**config.mk**
```make
export PLATFORM = sky130hd
export DESIGN_NAME = operand_latch_stage
export DESIGN_NICKNAME = d
export VERILOG_FILES = /design/src/rtl/operand_latch_stage.sv
export SDC_FILE = /design/constraint.sdc
export NUM_CORES = 1
export LEC_CHECK = 0
export BUFFER_PORTS_ARGS = -buffer_cell sky130_fd_sc_hd__buf_2
export CAP_MARGIN = 40
export CORE_MARGIN = 5
export CORE_UTILIZATION = 45
export CTS_CLUSTER_DIAMETER = 40
export DETAILED_ROUTE_END_ITERATION = 6
export PLACE_DENSITY = 0.83
export SYNTH_ARGS = -nofsm -noshare
export SYNTH_HDL_FRONTEND = slang
export SYNTH_SLANG_ARGS = --single-unit
```
**constraint.sdc**
```tcl
create_clock -name clock -period 2.5 [get_ports clock]
set_input_delay 0.5 -clock clock [delete_from_list [all_inputs] [get_ports clock]]
set_output_delay 0.5 -clock clock [all_outputs]
set_load 0.01 [all_outputs]
```
**src/rtl/operand_latch_stage.sv**
```systemverilog
// p2->p3 operand latch: picks forwarded or register-file operands and inserts one bubble per load-use hazard.
// Latency 1 cycle (2 for a load-use instruction); stall holds p1/p2 for the single bubble cycle.
module operand_latch_stage #(
  parameter int DATA_W = 16,
  parameter int ADDR_W = 3
) (
  input  logic              clock,
  input  logic              reset,
  input  logic              in_valid,
  input  logic [ADDR_W-1:0] read_addr_A,
  input  logic [ADDR_W-1:0] read_addr_B,
  input  logic [ADDR_W-1:0] write_addr_p2,
  input  logic [1:0]        op1_p2,
  input  logic [3:0]        op3_p2,
  input  logic [DATA_W-1:0] rf_data_A,
  input  logic [DATA_W-1:0] rf_data_B,
  input  logic [DATA_W-1:0] fwd_data_A,
  input  logic [DATA_W-1:0] fwd_data_B,
  input  logic              fwd_en_A,
  input  logic              fwd_en_B,
  input  logic              valid_p3,
  input  logic [1:0]        op1_p3,
  input  logic [ADDR_W-1:0] write_addr_p3,
  input  logic              flush,
  output logic              out_valid,
  output logic [DATA_W-1:0] operand_A,
  output logic [DATA_W-1:0] operand_B,
  output logic [ADDR_W-1:0] write_addr_p3_out,
  output logic [1:0]        op1_p3_out,
  output logic [3:0]        op3_p3_out,
  output logic              stall,
  output logic [15:0]       stall_count
);

  typedef enum logic [0:0] {
    RUN    = 1'b0,
    BUBBLE = 1'b1
  } state_t;

  localparam logic [1:0]  OP1_LOAD = 2'b00;
  localparam logic [15:0] CNT_MAX  = 16'hFFFF;

  state_t            state_q;
  state_t            state_d;
  logic              load_hazard;
  logic              capture;
  logic              out_valid_d;
  logic              cnt_inc;
  logic [DATA_W-1:0] sel_A;
  logic [DATA_W-1:0] sel_B;
  logic [15:0]       stall_cnt_q;

  assign sel_A = fwd_en_A ? fwd_data_A : rf_data_A;
  assign sel_B = fwd_en_B ? fwd_data_B : rf_data_B;

  assign load_hazard = valid_p3 && (op1_p3 == OP1_LOAD) && in_valid &&
                       ((write_addr_p3 == read_addr_A) || (write_addr_p3 == read_addr_B));

  // Priority: reset, then flush, then hazard (only checked in RUN), then normal capture.
  always_comb begin
    state_d     = RUN;
    stall       = 1'b0;
    capture     = 1'b0;
    out_valid_d = 1'b0;
    cnt_inc     = 1'b0;
    if (reset || flush) begin
      state_d = RUN;
    end else if ((state_q == RUN) && load_hazard) begin
      stall   = 1'b1;
      cnt_inc = 1'b1;
      state_d = BUBBLE;
    end else begin
      capture     = 1'b1;
      out_valid_d = in_valid;
      state_d     = RUN;
    end
  end

  always_ff @(posedge clock) begin
    if (reset) begin
      state_q           <= RUN;
      out_valid         <= 1'b0;
      operand_A         <= '0;
      operand_B         <= '0;
      write_addr_p3_out <= '0;
      op1_p3_out        <= '0;
      op3_p3_out        <= '0;
      stall_cnt_q       <= '0;
    end else begin
      state_q   <= state_d;
      out_valid <= out_valid_d;
      // Data fields only move on a capture so a bubble leaves the previous contents in place.
      if (capture) begin
        operand_A         <= sel_A;
        operand_B         <= sel_B;
        write_addr_p3_out <= write_addr_p2;
        op1_p3_out        <= op1_p2;
        op3_p3_out        <= op3_p2;
      end
      if (cnt_inc && (stall_cnt_q != CNT_MAX)) begin
        stall_cnt_q <= stall_cnt_q + 16'd1;
      end
    end
  end

  assign stall_count = stall_cnt_q;

endmodule
```
After elaboration in Yosys (flattened, before gate mapping)
Cells that the tools add are included.

Add/sub/neg operators: 1. Equal/unequal tests: 3. Mux-type cells: 6. Bitwise operators: 1. Reduce and logical (&&, ||, !) cells: 9.

Operator list (number): $mux 16 (2); $add 16x1->16 const B (1); $ne 16x16->1 const B (1); $eq 3x3->1 (2); $logic_and 1x1->1 (5); $mux 1 (4); $reduce_or 3->1 (1); $logic_not 2->1 (1); $logic_or 1x1->1 (2); $not 1->1 (1).

Register bits: 59. Input port bits: 91. Output and inout port bits: 59. Logic and storage cells: 28.

Longest topological paths before layout
Gate-level depths: netlist (run 1).

Word-level depth: 8. Depth in mapped cells: 8. Depth with buffers taken out: 6.

Least setup slack after synthesis (run 1)
No wires, ideal clock.

Kind: input-to-output. Start: in write_addr_p3[1]. End: out stall. Arrival: 1.845 ns. Required time: 2.000 ns. Path slack: 0.155 ns. Stages on the path: 7. Buffers on the path: 3. Cells stage by stage: xor2_1 > nor3_1 > o21ai_2 > buf_2 > buf_2 > buf_2 > nor3_1.

Longest elaborated chain between the ends: 6. Elaborated cells between the ends (all ways): 7. Classes of those cells: eq/ne (2); mux (2); reduce/logical (3).

Ends and longest elaborated chain: start, declared (RTL line 23) `input logic [ADDR_W-1:0] write_addr_p3,`; $eq 3x3->1 (RTL line 57) `((write_addr_p3 == read_addr_A) || (write_addr_p3 == read_addr_B));`; $logic_or 1x1->1 * (RTL line 57); $logic_and 1x1->1 * (RTL line 56) `assign load_hazard = valid_p3 && (op1_p3 == OP1_LOAD) && in_valid &&`; $logic_and 1x1->1 * (RTL line 68) `end else if ((state_q == RUN) && load_hazard) begin`; $mux 1 * (RTL line 68); $mux 1 *; end, declared (RTL line 31) `output logic stall,`.

Every way passes the cells marked *; elsewhere a longest branch is shown, timed or not.

Worst setup path in the final report (run 1)
Same ends and word-level chain as after synthesis.

==> impl_metrics.env, run 1 <==
export IMPL_wl_per_cell_um=15.7
export IMPL_start_util=0.470
export IMPL_synth_top_family_by_area="compound AO/OA/AOI/OAI gates"
export IMPL_synthArstFlopShare=0
export IMPL_drive_above_1_share=0.402
export IMPL_seq_power_share=0.450
export IMPL_track_usage=0.206
export IMPL_final_cell_mix="149 x buf_2, 59 x dfxtp_1, 55 x a21oi_1"
export IMPL_syn_num_nets=399
export IMPL_nNetsFinal=538
export IMPL_io_buffers=149
export IMPL_syn_area_um2=2820
export IMPL_fin_crit_ns=2.32
export IMPL_fillers=516
export IMPL_synth_simple_gate_area_frac=0.119
export IMPL_dp_worst_setup_slack_ns=0.135
export IMPL_synth_adder_area_share=0.00444
export IMPL_fp_dieH_um=89.1
export IMPL_regToRegSetupSlack_ns=0.34
export IMPL_cts_tree="done"
export IMPL_synth_ff_type="dfxtp_1"
export IMPL_arrival_ns=1.82
export IMPL_status="finished, final reports clean"
export IMPL_cts_buffer_depth=2
export IMPL_drt_first_pass_iters=4
export IMPL_synth_compound_area_frac=0.257
export IMPL_synth_cell_type_count=40
export IMPL_path_class="in2out"
export IMPL_antenna_cells=0
export IMPL_path_cells="buf_2 > xor2_1 > nor3_1 > o21ai_4 > nor3_1 > buf_2"
export IMPL_placeableCoreArea_um2=5990
export IMPL_drt_iter0_markers=119
export IMPL_drc_errors=0
export IMPL_fin_crit_sh=0.927
export IMPL_clk_pin_slew_ns=0.06
export IMPL_required_ns=2.00
export IMPL_peakVddDrop_uv=327
export IMPL_power_switching_w=0.000550
export IMPL_combPwrFrac=0.145
export IMPL_tightest_slew_ns=0.642
export IMPL_drt_total_wl_mm=8.24
export IMPL_final_max_slew_violation_count=0
export IMPL_syn_avg_cell_area_um2=9.17
export IMPL_htree_levels=3
export IMPL_setup_viol=0
export IMPL_hp_class="in2reg"
export IMPL_grt_pass1_wl_mm=12.9
export IMPL_insertion_delay_ns=0.32
export IMPL_cts_sinks=59
export IMPL_synth_xor_area_frac=0.0187
export IMPL_cts_made_buffers=9
export IMPL_vias=2917
export IMPL_die_x_um=89.1
export IMPL_timing_hold_ws_ns=0.421
export IMPL_ant_nets=0
export IMPL_syn2layout_area_growth_pct=35.2
export IMPL_grt_overflow_total=0
export IMPL_ys_warnings_count=0
export IMPL_synth_edf_count=0
export IMPL_die_area_um2=7940
export IMPL_ys_seq_area_frac=0.419
export IMPL_end_kind="output pin"
export IMPL_rsz0062_at_grt="no"
export IMPL_max_freq_mhz=432
export IMPL_ys_ff_latch=59
export IMPL_power_per_cell_area_nw_per_um2=593
export IMPL_dp_hpwl_mm=6.08
export IMPL_place_congestion=0.749
export IMPL_postLayoutCoreUtil=0.636
export IMPL_cpPeakStageDelay_ns=0.40
export IMPL_power_leakage_nw=1.76
export IMPL_cp_slowest_cell="nor3_1"
export IMPL_layout_setup_ws_ns=0.183
export IMPL_grt_start_max_net_pins=39
export IMPL_tns_ns=0
export IMPL_via_per_inst=5.56
export IMPL_cts_setup_buffers=0
export IMPL_cts_root_buf="clkbuf_8"
export IMPL_layout_commonest_cell="buf_2"
export IMPL_slew_headroom=0.570
export IMPL_critPathTopFamily="simple AND/OR/NAND/NOR gates"
export IMPL_antenna_found_initial=0
export IMPL_finalClockSkew_ns=0.00615
export IMPL_drv_cap=0
export IMPL_critPathBufInv=2
export IMPL_switching_share=0.243
export IMPL_cp_start_kind="input pin"
export IMPL_internal_power_w=0.00171
export IMPL_io_pins=150
export IMPL_critical_path_peak_fanout=29
export IMPL_hold_viol_final=0
export IMPL_rows=28
export IMPL_clkPwrFrac=0.406
export IMPL_syn_inst=307
export IMPL_synth_area_mux_share=0.118
export IMPL_grt_pass1_vias=2849
worst reg2reg max path, stage by stage, from the launching register on:
cell	delay [ns]
dfxtp_1	0.41
ha_1	0.20
nand3_1	0.16
or3_4	0.45
o31ai_4	0.42
buf_12	0.21
o311ai_0	0.13
o41ai_1	0.09
cell usage after synthesis (3+ instances only):
| cell | n | area (um^2) |
|---|---|---|
| a211oi_1 | 32 | 240 |
| nand2_1 | 6 | 22.5 |
| dfxtp_1 | 59 | 1180 |
| xor2_1 | 6 | 52.6 |
| nor3_1 | 5 | 25.0 |
| buf_6 | 3 | 33.8 |
| mux2i_1 | 32 | 320 |
| o31ai_1 | 11 | 82.6 |
| o21ai_0 | 11 | 55.1 |
| inv_1 | 6 | 22.5 |
| a21oi_1 | 55 | 275 |
| nor2_1 | 5 | 18.8 |
| or4_1 | 11 | 82.6 |
| clkbuf_1 | 18 | 67.6 |
| buf_2 | 6 | 30.0 |
| nand3_1 | 14 | 70.1 |
worst paths after layout:
kind,from,end,cells past startpoint
max,write_addr_p3[1],stall,6
min,in_valid,out_valid,2
max reg2reg,stall_count[0],stall_count[8],7
min reg2reg,op3_p3_out[0],op3_p3_out[0],2
power by group through the flow:
stage,registers (W),logic [W],clock network [W]
after floorplan,0.00106,0.000152,0
after global placement,0.00103,0.000320,0
after detailed placement,0.00103,0.000329,0
after CTS,0.00101,0.000329,0.000935
after global routing,0.00102,0.000362,0.000974
final,0.00102,0.000327,0.000916
through the flow:
step	total power [W]	std cells	instance area (um^2)
3_5_place_dp	0.00136	510	3590
2_1_floorplan	0.00121	307	2820
5_1_grt	0.00236	525	3810
4_1_cts	0.00228	525	3800
3_3_place_gp	0.00135	510	3590
6_report	0.00226	525	3810
layout make-up:
cell class	count	area, um^2	area share
Inverter	6	22.5	0.00592
Clock inverter	1	30.0	0.00789
Tap cell	75	93.8	0.0246
Multi-Input combinational cell	212	1470	0.386
Timing Repair Buffer	158	826	0.217
Sequential cell	59	1180	0.310
Clock buffer	14	183	0.0480
timing repair:
action	in CTS	in global routing
endpoints found under the setup margin	0	1
resized for setup	0	1
hold buffers	0	0
cells by family after synthesis:
family / Yosys count
AND/OR/NAND/NOR: 56
AO/OA/AOI/OAI: 116
adder cells (fa/ha/maj): 1
buffers and inverters: 36
XOR/XNOR: 6
flip-flops: 59
multiplexers: 33
flip-flops by register name, indices dropped and copies added (netlist names):
signal,flops
stall_count,16
op3_p3_out,4
operand_A,16
out_valid,1
operand_B,16
write_addr_p3_out,3
op1_p3_out,2
state_q,1
layer usage:
layer  GRT usage  part of all wire  vias up
met5           0                 0        -
met4      0.0825            0.0092        0
met3      0.0691              0.11        6
met2       0.338              0.48      139
met1       0.249              0.41     1327
li1            -                 -     1445
Note: power is estimated with default switching activity, not from simulation.
==> inputs of run 2 (changes only) <==
--- a/config.mk
+++ b/config.mk
@@ -7,8 +7,10 @@
 export LEC_CHECK = 0
 export BUFFER_PORTS_ARGS = -buffer_cell sky130_fd_sc_hd__buf_2
 export CAP_MARGIN = 40
+export CELL_PAD_IN_SITES_DETAIL_PLACEMENT = 0
+export CELL_PAD_IN_SITES_GLOBAL_PLACEMENT = 1
 export CORE_MARGIN = 5
-export CORE_UTILIZATION = 45
+export CORE_UTILIZATION = 32
 export CTS_CLUSTER_DIAMETER = 40
 export DETAILED_ROUTE_END_ITERATION = 6
 export PLACE_DENSITY = 0.83
==> run 2 against run 1 <==
Net effect:
- setup slack better by 0.039 ns
- maximum frequency up 1.7%
- count of clock-buffer cells in the layout down 3
==> impl_metrics.env, run 2 (synthesized netlist as in run 1, its figures left out) <==
export IMPL_antenna_found_initial=0
export IMPL_io_buffers=149
export IMPL_timing_hold_ws_ns=0.424
export IMPL_io_pins=150
export IMPL_placeableCoreArea_um2=8640
export IMPL_tns_ns=0
export IMPL_r2r_start="stall_count[0]"
export IMPL_insertion_delay_ns=0.32
export IMPL_wl_per_cell_um=14.6
export IMPL_path_class="in2out"
export IMPL_ctsResizeCount=0
export IMPL_htree_levels=3
export IMPL_hp_class="in2reg"
export IMPL_fillers=858
export IMPL_power_total_w=0.00240
export IMPL_cts_setup_buffers=0
export IMPL_grt_pass1_vias=2766
export IMPL_power_leakage_nw=1.78
export IMPL_track_usage=0.148
export IMPL_dp_cells=544
export IMPL_cts_tree="done"
export IMPL_ant_nets=0
export IMPL_cts_buffer_depth=2
export IMPL_dp_hpwl_mm=5.99
export IMPL_via_per_inst=5.12
export IMPL_grt_pass1_wl_mm=13.3
export IMPL_cts_made_buffers=9
export IMPL_clk_pin_slew_ns=0.07
export IMPL_drt_iter0_markers=85
export IMPL_reg2reg_to="stall_count[15]"
export IMPL_cts_sinks=59
export IMPL_cp_start_kind="input pin"
export IMPL_fin_crit_sh=0.911
export IMPL_drt_total_wl_mm=8.17
export IMPL_grt_start_max_net_pins=62
export IMPL_hold_viol_final=0
export IMPL_cts_root_buf="clkbuf_8"
export IMPL_nNetsFinal=539
export IMPL_grt_overflow_total=0
export IMPL_start_util=0.326
export IMPL_slew_headroom=0.565
export IMPL_drc_errors=0
export IMPL_tightest_slew_ns=0.653
export IMPL_final_max_slew_violation_count=0
export IMPL_antenna_cells=0
export IMPL_drt_first_pass_iters=4
export IMPL_hold_buffers=0
export IMPL_finalClockSkew_ns=0.00683
export IMPL_regToRegSetupSlack_ns=0.24
export IMPL_vias=2865
export IMPL_drive_above_1_share=0.403
export IMPL_power_per_cell_area_nw_per_um2=619
export IMPL_end_kind="output pin"
export IMPL_final_cell_mix="149 x buf_2, 59 x dfxtp_1, 55 x a21oi_1"
export IMPL_drv_cap=0
export IMPL_timing_critical_path_to="stall"
export IMPL_arrival_ns=1.78
export IMPL_die_x_um=104
export IMPL_status="finished, final reports clean"
export IMPL_fp_dieH_um=104
export IMPL_rows=34
export IMPL_critical_path_peak_fanout=43
export IMPL_place_congestion=0.792
export IMPL_fin_crit_ns=2.28
export IMPL_syn2layout_area_growth_pct=37.7
export IMPL_setup_viol=0
export IMPL_crit_path_start="write_addr_p3[1]"
export IMPL_die_area_um2=10800
export IMPL_layout_commonest_cell="buf_2"
export IMPL_peakVddDrop_uv=317
export IMPL_postLayoutCoreUtil=0.449
export IMPL_required_ns=2.00
export IMPL_max_freq_mhz=439
export IMPL_final_cells=560
export IMPL_rr_worst_depth=7
export IMPL_rsz0062_at_grt="no"
-- run 2: changes by cell type in the layout (fill, tap and decap cells not counted) --
cell       change
bufinv_16      +2
nor4_2         -1
nor4_1         +1
buf_4          +1
clkbuf_8       -3
clkinv_2       +2
-- run 2: power breakdown --
| group | total (W) | leakage [nW] | switching [W] | internal [W] |
|---|---|---|---|---|
| logic | 0.000327 | 1.17 | 0.000173 | 0.000154 |
| clock network | 0.00106 | 0.123 | 0.000373 | 0.000687 |
| registers | 0.00101 | 0.485 | 0.0000228 | 0.000989 |
-- run 2: worst max-delay path, stage by stage --
cell,delay (ns)
buf_2,0.11
xor2_1,0.16
nor3_1,0.41
o21ai_4,0.11
buf_12,0.18
nor3_1,0.13
buf_2,0.16
-- run 2: final cells by class --
type | instances | area, um^2 | share of cell area
Timing Repair Buffer | 159 | 833 | 0.215
Inverter | 6 | 22.5 | 0.00581
Multi-Input combinational cell | 212 | 1470 | 0.378
Tap cell | 108 | 135 | 0.0348
Clock buffer | 11 | 141 | 0.0365
Sequential cell | 59 | 1180 | 0.305
Clock inverter | 5 | 100 | 0.0258
-- run 2: through the flow --
| step | setup slack [ns] | area [um^2] |
|---|---|---|
| final | 0.222 | 3880 |
| after global routing | 0.0258 | 3880 |
| after CTS | 0.215 | 3880 |
| after detailed placement | 0.203 | 3640 |
| after global placement | 0.262 | 3640 |
| after floorplan | 0.155 | 2820 |
-- run 2: worst min path at each step --
stage,from,to,slack [ns],cells past startpoint
floorplan,op1_p3_out[0],op1_p3_out[0],0.50,2
global placement,op3_p3_out[2],op3_p3_out[2],0.46,2
detailed placement,op3_p3_out[1],op3_p3_out[1],0.47,2
CTS,in_valid,out_valid,0.40,2
global route,write_addr_p2[0],write_addr_p3_out[0],0.41,3
finish,in_valid,out_valid,0.42,2
-- run 2: routing by layer --
layer  track usage  part of all wire  vias up
li1              -                 -     1447
met2         0.254              0.49      105
met5             0                 0        -
met4        0.0537            0.0088        0
met1         0.164              0.40     1308
met3        0.0591             0.095        5
